### config.mk
export PLATFORM = sky130hd
export DESIGN_NAME = wb_ram_slave
export DESIGN_NICKNAME = d
export VERILOG_FILES = /design/src/rtl/wb_pkg.sv /design/src/rtl/wb_req_fifo.sv /design/src/rtl/wb_ram_slave.sv
export SDC_FILE = /design/constraint.sdc
export NUM_CORES = 1
export LEC_CHECK = 0
export BUFFER_PORTS_ARGS = -buffer_cell sky130_fd_sc_hd__clkbuf_2
export CELL_PAD_IN_SITES_DETAIL_PLACEMENT = 1
export CELL_PAD_IN_SITES_GLOBAL_PLACEMENT = 1
export CORE_UTILIZATION = 50
export DETAILED_ROUTE_END_ITERATION = 7
export PLACE_DENSITY = 0.8
export SETUP_SLACK_MARGIN = 0.2
export SYNTH_ARGS = -nofsm -noshare
export SYNTH_HDL_FRONTEND = slang
export SYNTH_SLANG_ARGS = --single-unit
### constraint.sdc
create_clock -name wb_clk_i -period 5.15 [get_ports wb_clk_i]
set_input_delay 0.515 -clock wb_clk_i [delete_from_list [all_inputs] [get_ports wb_clk_i]]
set_output_delay 0.515 -clock wb_clk_i [all_outputs]
set_load 0.005 [all_outputs]
### src/rtl/wb_pkg.sv
// Shared Wishbone bus widths, request record and executor state encoding
// for the 16-bit data / 32-bit address memory-style slave.
package wb_pkg;

  localparam int unsigned WB_DATA_W = 16;
  localparam int unsigned WB_ADDR_W = 32;
  localparam int unsigned WB_SEL_W  = 2;

  typedef struct packed {
    logic                 we;
    logic [WB_SEL_W-1:0]  sel;
    logic [WB_ADDR_W-1:0] addr;
    logic [WB_DATA_W-1:0] data;
  } wb_req_t;

  typedef enum logic {
    IDLE,
    EXEC
  } exec_state_e;

endpackage

### src/rtl/wb_req_fifo.sv
// Two-entry request queue; flush empties it on the next edge, and a push and
// pop on the same edge leave the occupancy unchanged.
module wb_req_fifo
  import wb_pkg::*;
(
  input  logic    clk,
  input  logic    rst,
  input  logic    flush,
  input  logic    push,
  input  wb_req_t push_req,
  input  logic    pop,
  output wb_req_t head,
  output logic    full,
  output logic    empty
);

  wb_req_t    mem_q [2];
  wb_req_t    mem_d [2];
  logic       wr_ptr_q, wr_ptr_d;
  logic       rd_ptr_q, rd_ptr_d;
  logic [1:0] count_q, count_d;

  always_comb begin
    mem_d    = mem_q;
    wr_ptr_d = wr_ptr_q;
    rd_ptr_d = rd_ptr_q;
    count_d  = count_q;
    if (flush) begin
      wr_ptr_d = 1'b0;
      rd_ptr_d = 1'b0;
      count_d  = '0;
    end else begin
      if (push) begin
        mem_d[wr_ptr_q] = push_req;
        wr_ptr_d        = ~wr_ptr_q;
      end
      if (pop) begin
        rd_ptr_d = ~rd_ptr_q;
      end
      count_d = count_q + {1'b0, push} - {1'b0, pop};
    end
  end

  always_ff @(posedge clk) begin
    if (rst) begin
      wr_ptr_q <= 1'b0;
      rd_ptr_q <= 1'b0;
      count_q  <= '0;
    end else begin
      wr_ptr_q <= wr_ptr_d;
      rd_ptr_q <= rd_ptr_d;
      count_q  <= count_d;
    end
  end

  // Payload storage carries no reset; occupancy alone defines validity.
  always_ff @(posedge clk) begin
    mem_q <= mem_d;
  end

  assign head  = mem_q[rd_ptr_q];
  assign full  = (count_q == 2'd2);
  assign empty = (count_q == 2'd0);

endmodule

### src/rtl/wb_ram_slave.sv
// Pipelined Wishbone RAM slave: queues up to two requests and answers them
// strictly in order with a registered ack (in range) or err (out of range).
module wb_ram_slave
  import wb_pkg::*;
#(
  parameter logic [WB_ADDR_W-1:0] BASE_ADDR = 32'h0000_0100,
  parameter int unsigned          MEM_AW    = 6,
  parameter int unsigned          READ_WAIT = 0
) (
  input  logic                 wb_clk_i,
  input  logic                 wb_reset_i,
  input  logic [WB_DATA_W-1:0] wb_data_i,
  input  logic [WB_ADDR_W-1:0] wb_addr_i,
  input  logic                 wb_cyc_i,
  input  logic                 wb_lock_i,
  input  logic [WB_SEL_W-1:0]  wb_sel_i,
  input  logic                 wb_stb_i,
  input  logic                 wb_we_i,
  output logic [WB_DATA_W-1:0] wb_data_o,
  output logic                 wb_ack_o,
  output logic                 wb_stall_o,
  output logic                 wb_err_o,
  output logic                 wb_rty_o
);

  localparam int unsigned DEPTH = 1 << MEM_AW;
  localparam logic [1:0]  RW    = 2'(READ_WAIT);

  wb_req_t              push_req;
  wb_req_t              head;
  logic                 fifo_full, fifo_empty;
  logic                 push, pop, flush;
  exec_state_e          state_q, state_d;
  logic [1:0]           wcnt_q, wcnt_d;
  logic                 ack_q, ack_d;
  logic                 err_q, err_d;
  logic [WB_DATA_W-1:0] data_q, data_d;
  logic [WB_DATA_W-1:0] mem_q [DEPTH];
  logic                 ram_we;
  logic [MEM_AW-1:0]    ram_idx;
  logic                 head_in_range;
  logic                 head_done;
  logic                 unused_lock;

  assign unused_lock = wb_lock_i;

  assign push     = wb_cyc_i & wb_stb_i & ~fifo_full;
  assign flush    = ~wb_cyc_i;
  assign push_req = '{we: wb_we_i, sel: wb_sel_i, addr: wb_addr_i, data: wb_data_i};

  wb_req_fifo u_fifo (
    .clk      (wb_clk_i),
    .rst      (wb_reset_i),
    .flush    (flush),
    .push     (push),
    .push_req (push_req),
    .pop      (pop),
    .head     (head),
    .full     (fifo_full),
    .empty    (fifo_empty)
  );

  assign ram_idx       = head.addr[MEM_AW-1:0];
  assign head_in_range = (head.addr[WB_ADDR_W-1:MEM_AW] == BASE_ADDR[WB_ADDR_W-1:MEM_AW]);
  assign head_done     = head.we | ~head_in_range | (wcnt_q == RW);

  always_comb begin
    state_d = state_q;
    wcnt_d  = wcnt_q;
    pop     = 1'b0;
    ram_we  = 1'b0;
    ack_d   = 1'b0;
    err_d   = 1'b0;
    data_d  = '0;
    unique case (state_q)
      // Entering EXEC on the push edge lets the head retire in the very next cycle.
      IDLE: begin
        wcnt_d = '0;
        if (push || !fifo_empty) begin
          state_d = EXEC;
        end
      end
      EXEC: begin
        if (!fifo_empty) begin
          if (head_done) begin
            pop    = 1'b1;
            wcnt_d = '0;
            if (!head_in_range) begin
              err_d = 1'b1;
            end else begin
              ack_d  = 1'b1;
              ram_we = head.we;
              if (!head.we) begin
                data_d = mem_q[ram_idx];
              end
            end
            if (!fifo_full && !push) begin
              state_d = IDLE;
            end
          end else begin
            wcnt_d = wcnt_q + 2'd1;
          end
        end else if (!push) begin
          state_d = IDLE;
        end
      end
      default: state_d = IDLE;
    endcase
    // Dropping the cycle abandons all queued work and any response due next.
    if (!wb_cyc_i) begin
      state_d = IDLE;
      wcnt_d  = '0;
      pop     = 1'b0;
      ram_we  = 1'b0;
      ack_d   = 1'b0;
      err_d   = 1'b0;
      data_d  = '0;
    end
  end

  always_ff @(posedge wb_clk_i) begin
    if (wb_reset_i) begin
      state_q <= IDLE;
      wcnt_q  <= '0;
      ack_q   <= 1'b0;
      err_q   <= 1'b0;
      data_q  <= '0;
    end else begin
      state_q <= state_d;
      wcnt_q  <= wcnt_d;
      ack_q   <= ack_d;
      err_q   <= err_d;
      data_q  <= data_d;
    end
  end

  always_ff @(posedge wb_clk_i) begin
    if (ram_we) begin
      if (head.sel[1]) mem_q[ram_idx][15:8] <= head.data[15:8];
      if (head.sel[0]) mem_q[ram_idx][7:0]  <= head.data[7:0];
    end
  end

  assign wb_data_o  = data_q;
  assign wb_ack_o   = ack_q;
  assign wb_err_o   = err_q;
  assign wb_stall_o = fifo_full;
  assign wb_rty_o   = 1'b0;

endmodule

Yosys cells after proc, flatten, opt, wreduce, memory -nomap -nowiden

Memory sizes are Yosys's and may differ from the RTL's. A register that Yosys moved wholly into a read port is not among the register bits.
Index checks and enable logic that the tools add are counted.

$add $sub $neg: 3
$lt $le $gt $ge: 3
Equality and inequality tests: 3
Multiplexer cells: 32
Bitwise gates (word level): 13
Reductions and logical operators: 12

Operator list:

| cell                                                                   | number |
|---|---|
| 51-bit 2-to-1 mux                                                      | 4 |
| 102-bit bitwise mux                                                    | 1 |
| 51-bit demux with 1-bit select                                         | 1 |
| 26-bit by 3-bit equality test with 1-bit output, second input constant | 1 |
| 1-bit 2-to-1 mux                                                       | 22 |
| 1-bit inverter                                                         | 7 |
| 7-bit OR reduction                                                     | 1 |
| 5-bit OR reduction                                                     | 1 |
| 2-bit greater-or-equal comparator, second input constant               | 2 |
| 2-bit logical NOT                                                      | 2 |
| 2-bit 2-to-1 mux                                                       | 2 |
| 1-bit inverter with 2-bit output                                       | 2 |
| 2-bit case mux with 2 select lines                                     | 1 |
| 1-bit logical NOT                                                      | 3 |
| 2-bit by 1-bit adder with 2-bit output                                 | 1 |
| 2-bit by 1-bit adder with 2-bit output, second input constant          | 1 |
| 1-bit AND                                                              | 2 |
| 2-bit equality test, second input constant                             | 1 |
| 1-bit logical AND                                                      | 2 |
| 2-bit by 1-bit < comparator with 1-bit output, second input constant   | 1 |
| 2-bit inequality test, second input constant                           | 1 |
| 1-bit OR                                                               | 2 |
| 1-bit case mux with 2 select lines                                     | 1 |
| 2-bit AND reduction                                                    | 1 |
| 3 further kinds                                                        | 3 |

Flip-flop bits (word level): 111
Bits in writable memories: 1,024
Bits of input ports: 56
Output and inout bits: 20
Word-level logic and storage cells: 82
Memories: 1

Memories:

| name  | words | width | rd ports | clocked after memory_dff | wr ports | line               | text |
|---|---|---|---|---|---|---|---|
| mem_q | 64    | 16    | 1        | 1                        | 1        | wb_ram_slave.sv:38 | `logic [WB_DATA_W-1:0] mem_q [DEPTH];` |

Longest topological paths before layout

Gate-level depths: netlist of the first run.

Word-level depth: 14
Gate-level depth with buffers: 12
Gate-level depth less buffers: 11

Hierarchy

A second synthesis of the first run with hierarchy kept.

Cell total of the unflattened synthesis: 2,275
Area total of the unflattened synthesis: 44,213.7 um^2

By module, submodules not included:

| module       | instances | cells each | area an instance (um^2) | seq. area each (um^2) |
|---|---|---|---|---|
| wb_ram_slave | 1         | 2,097      | 40,109.7                | 31,169.9 |
| wb_req_fifo  | 1         | 178        | 4,103.9                 | 3,143.0 |

Worst setup path after synthesis of the first run

Ideal clock, no wire load.

Path kind: input port to flip-flop
Start: input port wb_stb_i
End: register u_fifo.mem_q[100] (netlist name) (enable)
Library setup time: 0.523 ns
Arrival time: 4.108 ns
Data required time: 4.627 ns
Setup slack: 0.519 ns
Stages: 2
Buffers on the path: 0
Cells stage by stage: nand2_1 nor3_1

Cells in the longest elaborated chain, start to end: 3

Ends and longest elaborated chain:

| element                              | line               | text |
|---|---|---|
| from (decl)                          | wb_ram_slave.sv:17 | `input logic wb_stb_i,` |
| 1-bit AND (2 in series)              | wb_ram_slave.sv:47 | `assign push = wb_cyc_i & wb_stb_i & ~fifo_full;` |
| 2-bit AND reduction (no source line) | --                 |  |
| to (signal assigned)                 | wb_req_fifo.sv:58  | `mem_q <= mem_d;` |
| to (decl)                            | wb_req_fifo.sv:17  | `wb_req_t mem_q [2];` |

Every way passes these cells.
A chain may end at the register's enable or synchronous reset.

Worst setup path in the final report of the first run

Start: register u_fifo.rd_ptr_q
End: memory mem_q[54][3] (enable)

Cells in the longest elaborated chain, start to end: 14
Elaborated cells between the ends (all ways): 16
Classes of those cells: eq/ne (1); mux (11); bitwise (4)

Ends and longest elaborated chain:

| element                                                  | line                | text |
|---|---|---|
| from (decl)                                              | wb_req_fifo.sv:20   | `logic rd_ptr_q, rd_ptr_d;` |
| from (signal assigned)                                   | wb_req_fifo.sv:51   | `rd_ptr_q <= rd_ptr_d;` |
| 1-bit inverter with 2-bit output (implied by the code) * | wb_req_fifo.sv:61   | `assign head = mem_q[rd_ptr_q];` |
| 51-bit 2-to-1 mux (implied by the code) *                | wb_req_fifo.sv:61   |  |
| 51-bit 2-to-1 mux (implied by the code) (2 in series)    | wb_req_fifo.sv:61   |  |
| 26-bit by 3-bit equality test with 1-bit output          | wb_ram_slave.sv:64  | `assign head_in_range = (head.addr[WB_ADDR_W-1:MEM_AW] == BASE_ADDR[WB_ADDR_W-1:MEM_AW]);` |
| 1-bit inverter (no source line)                          | --                  |  |
| 1-bit OR (2 in series)                                   | wb_ram_slave.sv:65  | `assign head_done = head.we \| ~head_in_range \| (wcnt_q == RW);` |
| 1-bit 2-to-1 mux                                         | wb_ram_slave.sv:85  | `if (head_done) begin` |
| 1-bit 2-to-1 mux                                         | wb_ram_slave.sv:84  | `if (!fifo_empty) begin` |
| 1-bit 2-to-1 mux                                         | wb_ram_slave.sv:75  | `unique case (state_q)` |
| 1-bit 2-to-1 mux                                         | wb_ram_slave.sv:110 | `if (!wb_cyc_i) begin` |
| 1-bit 2-to-1 mux                                         | wb_ram_slave.sv:138 | `if (ram_we) begin` |
| 1-bit 2-to-1 mux (implied by the code)                   | wb_ram_slave.sv:140 | `if (head.sel[0]) mem_q[ram_idx][7:0] <= head.data[7:0];` |
| to (decl)                                                | wb_ram_slave.sv:38  |  |

Mark *: on every way between the ends. The rest lies on a longest branch, timed or not. The select of a mux whose other input is x is not followed.

==> results of run 1 <==
-- registers in the layout, summed over array words and instances, names as in the netlist --
| register | cells |
|---|---|
| u_fifo.rd_ptr_q | 1 |
| state_q | 1 |
| wb_data_o | 16 |
| u_fifo.mem_q | 102 |
| wb_ack_o | 1 |
| mem_q | 1024 |
| wb_err_o | 1 |
| wcnt_q | 2 |
| u_fifo.wr_ptr_q | 1 |
| u_fifo.count_q | 2 |
-- cells by family (layout without fill, tap and decap cells) --
| logic type | Yosys count | in the layout | synth area share |
|---|---|---|---|
| multiplexers | 114 | 114 | 0.0298 |
| buffers and inverters | 165 | 456 | 0.0172 |
| AND/OR/NAND/NOR | 347 | 347 | 0.0393 |
| adder cells (fa/ha/maj) | 3 | 3 | 0.000879 |
| AO/OA/AOI/OAI | 610 | 610 | 0.108 |
| XOR/XNOR | 3 | 3 | 0.000616 |
| other | 1 | 2 | 0.0000878 |
| flip-flops | 1151 | 1151 | 0.804 |
-- report_power, final --
| group | leakage, nW | switching, mW | internal (mW) |
|---|---|---|---|
| clock network | 1.77 | 3.52 | 4.65 |
| logic | 3.21 | 0.472 | 0.171 |
| registers | 10.3 | 0.0129 | 10.3 |
-- cells in the final DEF (no fill, tap or decap), types with 29 or more instances in the layout --
cell       count
nand2_1       70
a222oi_1      89
a21oi_1       29
clkbuf_2      73
nor2_1       142
nand3_1       32
a22oi_1      237
o21ai_0       57
edfxtp_1    1126
clkbuf_16    112
mux2_2        85
buf_4        151
a31oi_1       91
-- layout make-up --
type                    count  area (um2)
repair buffers            234        1680
flip-flops and latches   1151       34300
multi-input cells        1078        7750
fillers                  7461       35200
clock buffers             137        2980
clock inverters            68         656
diodes                      1        2.50
inverters                  17        63.8
well taps                1134        1420
-- stage by stage --
step                      hold slack, ps  power [mW]
after CTS                          0.941        19.1
after global placement               486        11.1
after floorplan                      467        10.8
final                               26.4        19.1
after global routing                16.7        19.4
after detailed placement             516        11.1
-- what timing repair did --
action                                  CTS  global route
endpoints found under the setup margin    0             0
hold buffers                              2             0
endpoints found under the hold margin     4             0
-- layer usage --
| layer | up-vias | track usage |
|---|---|---|
| met5 | - | 0 |
| met4 | 2 | 0.158 |
| met3 | 414 | 0.0474 |
| met2 | 1670 | 0.488 |
| met1 | 13236 | 0.382 |
| li1 | 10345 | - |
-- path summary, 6_finish.rpt --
| kind | start | to | slack [ps] | cells after the start |
|---|---|---|---|---|
| max | u_fifo.rd_ptr_q | mem_q[54][3] | 630 | 8 |
| min | wb_data_i[12] | u_fifo.mem_q[12] | 30 | 1 |
| max reg2reg | u_fifo.rd_ptr_q | mem_q[54][3] | 630 | 8 |
| min reg2reg | state_q | wcnt_q[0] | 530 | 1 |
==> metrics.txt, run 1 <==
DRT iter0 DRCs=roughly 3700; H-tree depth=3; wl on met1=46500 um; die height=a little under 300 um; final net count=2650; input/output buffers=73; CP max stage delay=850 ps; peak supply drop=0.340 mV; post-route cell area=~49000 um2; clk_lat worst skew=690 ps; Post-synth EDFFs=1126; Placement Cell Area=45200 um2; wire per inst=roughly 34 um; FMAX=0.221 GHz; GR Util All Layers=0.297; Ys Warns=0; initial antenna violation count=1; worst setup margin=629 ps; clock sinks=roughly 1200; Least-Margin Pin Slew=1380 ps; Final GP Congestion=0.846; clock root buffer=clkbuf_16; period utilisation layout=0.878; die footprint=86600 um2; Setup Skew=29.4 ps; via/cell ratio=6.72; HPWL Detailed=around 76000 um; type of the most critical hold path=in -> reg; ys flop type=edfxtp_1; CP Launch Type=flop; Synth area leaders=edfxtp_1 (79%), a22oi_1 (4.2%), mux2_2 (2.2%); first-pass GRT wire length=185000 um; top routing layer used=met5; CTS tree=built; met2 wire length=62700 um; largest net degree at the start of global routing=67; CP top delay family=simple AND/OR/NAND/NOR gates; Buf+Inv Stages, Crit Path=2; Fin Setup TNS=0 ps; RSZ-0062 raised after global routing=no; power density over the cells=391 nW/um2; Core Footprint=84100 um2; Synth area leader=edfxtp_1; Critical Path RT=between 5000 and 6000 ps; Slew HR=0.0792; CP Max Fanout=26; critical path type=reg -> reg; CP max-delay cell=nor2_1; CTS buffer count=between 100 and 150; Initial DRT Pass Iterations=8; most common cell in the netlist=edfxtp_1; setup slack at placement=836 ps; CP arrival=4810 ps; Initial Util=0.508; Syn-to-layout area delta=14.5%; fin util=0.581; Synth cell types=between 60 and 70; CP dominant cell by count=buf_4; crit-path cells=buf_4 > nor4bb_1 > nand4_1 > o22ai_1 > and4b_1 > buf_4 > nand3_1 > nor2_1; Post-Syn Instances=2394; vias in the first global route=26704; Synth top cells by count=edfxtp_1 (1126), a22oi_1 (237), nor2_1 (148); Yosys reg bits=1151; outcome=completed; min cycle time layout=~4500 ps; remaining antenna violation count after routing=0; maximum capacitance violations=0; Resized cells post-CTS=0; clock-pin slew on the worst setup and hold paths=60 ps; syn_area_per_cell=17.8 um2; IO Pins=76; Mapped Nets=roughly 2500; register area share after synthesis=0.804; Finished Layout Cells=3820; post-synth top area share=0.792; final hold vios=0; layout cells sized above 1=0.197; global route overflow=0; total number of vias=25667; met3 wire length=12000 um; post-CTS setup buffer count=0; Leak Pwr=between 15 and 20 nW; floorplan row count=106; max-slew violations=0; post-synthesis async set-or-reset flop share=0; Die X=294 um; Post-Syn Area=42700 um2; CTS Buffer Depth=3; cell total after placement=around 3600; setup violators final=0; CP endpoint kind=flop; Detailed Route WL=between 100000 and 150000 um; Remaining DRCs=0
Note: power is estimated with default switching activity, not from simulation.
==> inputs of run 2 (changes only) <==
--- a/config.mk
+++ b/config.mk
@@ -5,12 +5,13 @@
 export SDC_FILE = /design/constraint.sdc
 export NUM_CORES = 1
 export LEC_CHECK = 0
+export ABC_AREA = 1
 export BUFFER_PORTS_ARGS = -buffer_cell sky130_fd_sc_hd__clkbuf_2
 export CELL_PAD_IN_SITES_DETAIL_PLACEMENT = 1
 export CELL_PAD_IN_SITES_GLOBAL_PLACEMENT = 1
 export CORE_UTILIZATION = 50
 export DETAILED_ROUTE_END_ITERATION = 7
-export PLACE_DENSITY = 0.8
+export PLACE_DENSITY = 0.85
 export SETUP_SLACK_MARGIN = 0.2
 export SYNTH_ARGS = -nofsm -noshare
 export SYNTH_HDL_FRONTEND = slang
==> run 2 against run 1 <==
Compared with the run above: combinational power up 67%; largest power group unchanged; first-iteration DRC count up 9.4%; worst hold slack gained 9.5 ps; count of clock-buffer cells in the layout is 18 higher; cell area increased by 14%; maximum frequency increased by 8.6%.
==> metrics.txt, run 2 <==
CTS tree=built; most common cell in the netlist=nand2_1; final hold vios=0 (unchanged); cell total after placement=5958 (+65%); DRT iter0 DRCs=4009 (+9.4%); Post-synth EDFFs=1126 (unchanged); Biggest register=mem_q; HPWL Detailed=89700 um (+18%); Critical R2R Launch=u_fifo.rd_ptr_q; hold-critical path depth=2 (+1); Ys Warns=0 (unchanged); CTS Buffer Depth=3 (unchanged); Placement Cell Area=51100 um2 (+13%); post-synthesis async set-or-reset flop share=0 (unchanged); largest net degree at the start of global routing=145 (+120%); commonest non-fill, non-tap cell in the layout=nand2_1; reg2reg setup slack=990 ps (+360 ps); FMAX=0.240 GHz (+8.6%); Synth top cells by count=nand2_1 (2800), edfxtp_1 (1126), nand3_1 (171); clock sinks=1151 (unchanged); Mapped Nets=4734 (+93%); CTS buffer count=117 (+7.3%); floorplan row count=113 (+6.6%); WHS Endpoint=wb_ack_o; post-route cell area=55600 um2 (+14%); Initial Util=0.508 (+0.000725); final net count=4921 (+86%); Leak Pwr=22.9 nW (+49%); Slew HR=0.0909 (+0.0117); power density over the cells=371 nW/um2 (-5.1%); origin of the worst setup path=u_fifo.rd_ptr_q; CP Max Fanout=25 (-3.8%); register area share after synthesis=0.706 (-0.0976); # fillers=10075 (+35%); fin util=0.582 (+0.000822); layout cells sized above 1=0.107 (-0.0904); Setup Skew=60.8 ps (+31.4 ps); clock-pin slew on the worst setup and hold paths=80 ps (+20 ps); Least-Margin Pin Slew=1360 ps (-22.4 ps); reg-to-reg endpoint=mem_q[39][12]; Finished Layout Cells=6227 (+63%); Fin Setup TNS=0 ps (unchanged); type of the most critical hold path=in -> reg; max reg flops=1024 (unchanged); max-slew violations=0 (unchanged); input/output buffers=73 (unchanged); vias in the first global route=40364 (+51%); Synth cell types=34 (-48%); wire per inst=27.3 um (-19%); r2r worst-path depth=9 (+1); H-tree depth=3 (unchanged); critical path type=reg -> reg; Synth area leaders=edfxtp_1 (70%), nand2_1 (22%), nand3_1 (1.8%); post-synth top area share=0.696 (-0.0962); period utilisation layout=0.808 (-0.0695); Critical Path RT=5480 ps (+40 ps); Detailed Route WL=170000 um (+32%); outcome=completed; CP endpoint kind=flop; clock root buffer=clkbuf_16; total number of vias=37367 (+46%); syn_area_per_cell=10.4 um2 (-42%); GR Util All Layers=0.346 (+0.0488); global route overflow=0 (unchanged); Tot Pwr=20.6 mW (+8.0%); worst setup margin=987 ps (+358 ps); CP Launch Type=flop; clk_lat worst skew=770 ps (+80 ps); die height=314 um (+6.6%); die footprint=98400 um2 (+14%); maximum capacitance violations=0 (unchanged); setup slack at placement=1520 ps (+688 ps); peak supply drop=0.433 mV (+28%); via/cell ratio=6.00 (-11%); setup violators final=0 (unchanged); min cycle time layout=4160 ps (-358 ps); first-pass GRT wire length=252000 um (+36%); Yosys reg bits=1151 (unchanged); most frequent cells in the layout=nand2_1 (2782), edfxtp_1 (1126), buf_4 (187); Die X=314 um (+6.6%); Initial DRT Pass Iterations=5 (-3); Final GP Congestion=0.801 (-5.2%); Synth area leader=edfxtp_1; IO Pins=76 (unchanged); initial antenna violation count=1 (unchanged); RSZ-0062 raised after global routing=no; Post-Syn Instances=4675 (+95%); Syn-to-layout area delta=14.5% (about the same); Post-Syn Area=48600 um2 (+14%); CP arrival=4490 ps (-320 ps); WHS=35.9 ps (+9.52 ps); ys flop type=edfxtp_1; Hold Crit Start=wb_reset_i; Core Footprint=95600 um2 (+14%); remaining antenna violation count after routing=0 (unchanged); Remaining DRCs=0 (unchanged)
## run 2: changes by cell type in the layout (fill, tap and decap cells not counted), moves of 89 or more
cell	before	now
nand2_1	70	2782
a22oi_1	237	0
nand3_1	32	171
nor3_1	3	123
a31oi_1	91	1
a222oi_1	89	0
## run 2: repair_timing
item / 4_1_cts / 5_1_grt
endpoints found under the setup margin: 0 / 0
hold buffers: 50 / 0
resized for setup: 0 / 0
endpoints found under the hold margin: 100 / 0
buffers inserted: 0 / 0
## run 2: worst max path at each step
stage	end	slack [ps]	depth (start not counted)
2_1_floorplan	u_fifo.mem_q[0]	1720	4
6_report	mem_q[39][12]	990	9
3_5_place_dp	mem_q[39][11]	1520	9
5_1_grt	mem_q[39][15]	990	9
4_1_cts	mem_q[39][12]	1210	9
3_3_place_gp	mem_q[49][2]	1690	6
## run 2: report_power, final
part | leakage, nW | internal (mW) | switching, mW | total, mW
Clock | 1.98 | 5.23 | 4.04 | 9.27
Sequential | 10.3 | 10.3 | 0.0132 | 10.3
Combinational | 10.6 | 0.243 | 0.829 | 1.07
## run 2: routing by layer
layer,up-vias,track usage,wire [um],share of wire
met5,-,0,0,0
met4,0,0.213,11400,0.067
met2,2406,0.593,85100,0.50
met1,18501,0.398,57800,0.34
met3,713,0.0722,15700,0.092
li1,15747,-,-,-
## run 2: cell families after synthesis
| kind of cell | count (synthesis) | synth area share |
|---|---|---|
| other | 1 | 0.0000772 |
| AND/OR/NAND/NOR | 3199 | 0.260 |
| adder cells (fa/ha/maj) | 3 | 0.000773 |
| AO/OA/AOI/OAI | 30 | 0.00386 |
| buffers and inverters | 290 | 0.0294 |
| XOR/XNOR | 1 | 0.000180 |
| flip-flops | 1151 | 0.706 |
## run 2: layout make-up
class,instances,area (um2),share of cell area
sequential,1151,34300,0.617
multi-input combinational,3234,13000,0.233
clock buffer,155,3260,0.0587
timing repair buffer,324,2550,0.0458
tap,1265,1580,0.0285
clock inverter,63,797,0.0143
inverter,34,148,0.00265
antenna,1,2.50,0.0000450
## run 2: worst max-delay path, stage by stage (launching register included)
cell     delay (ps)
dfxtp_1         590
inv_2           300
or2_1           330
nor2_1          130
nand3_1          90
nand2_1         160
nand2_1         210
nor3_2          350
nand2_2         580
nor3_2          960
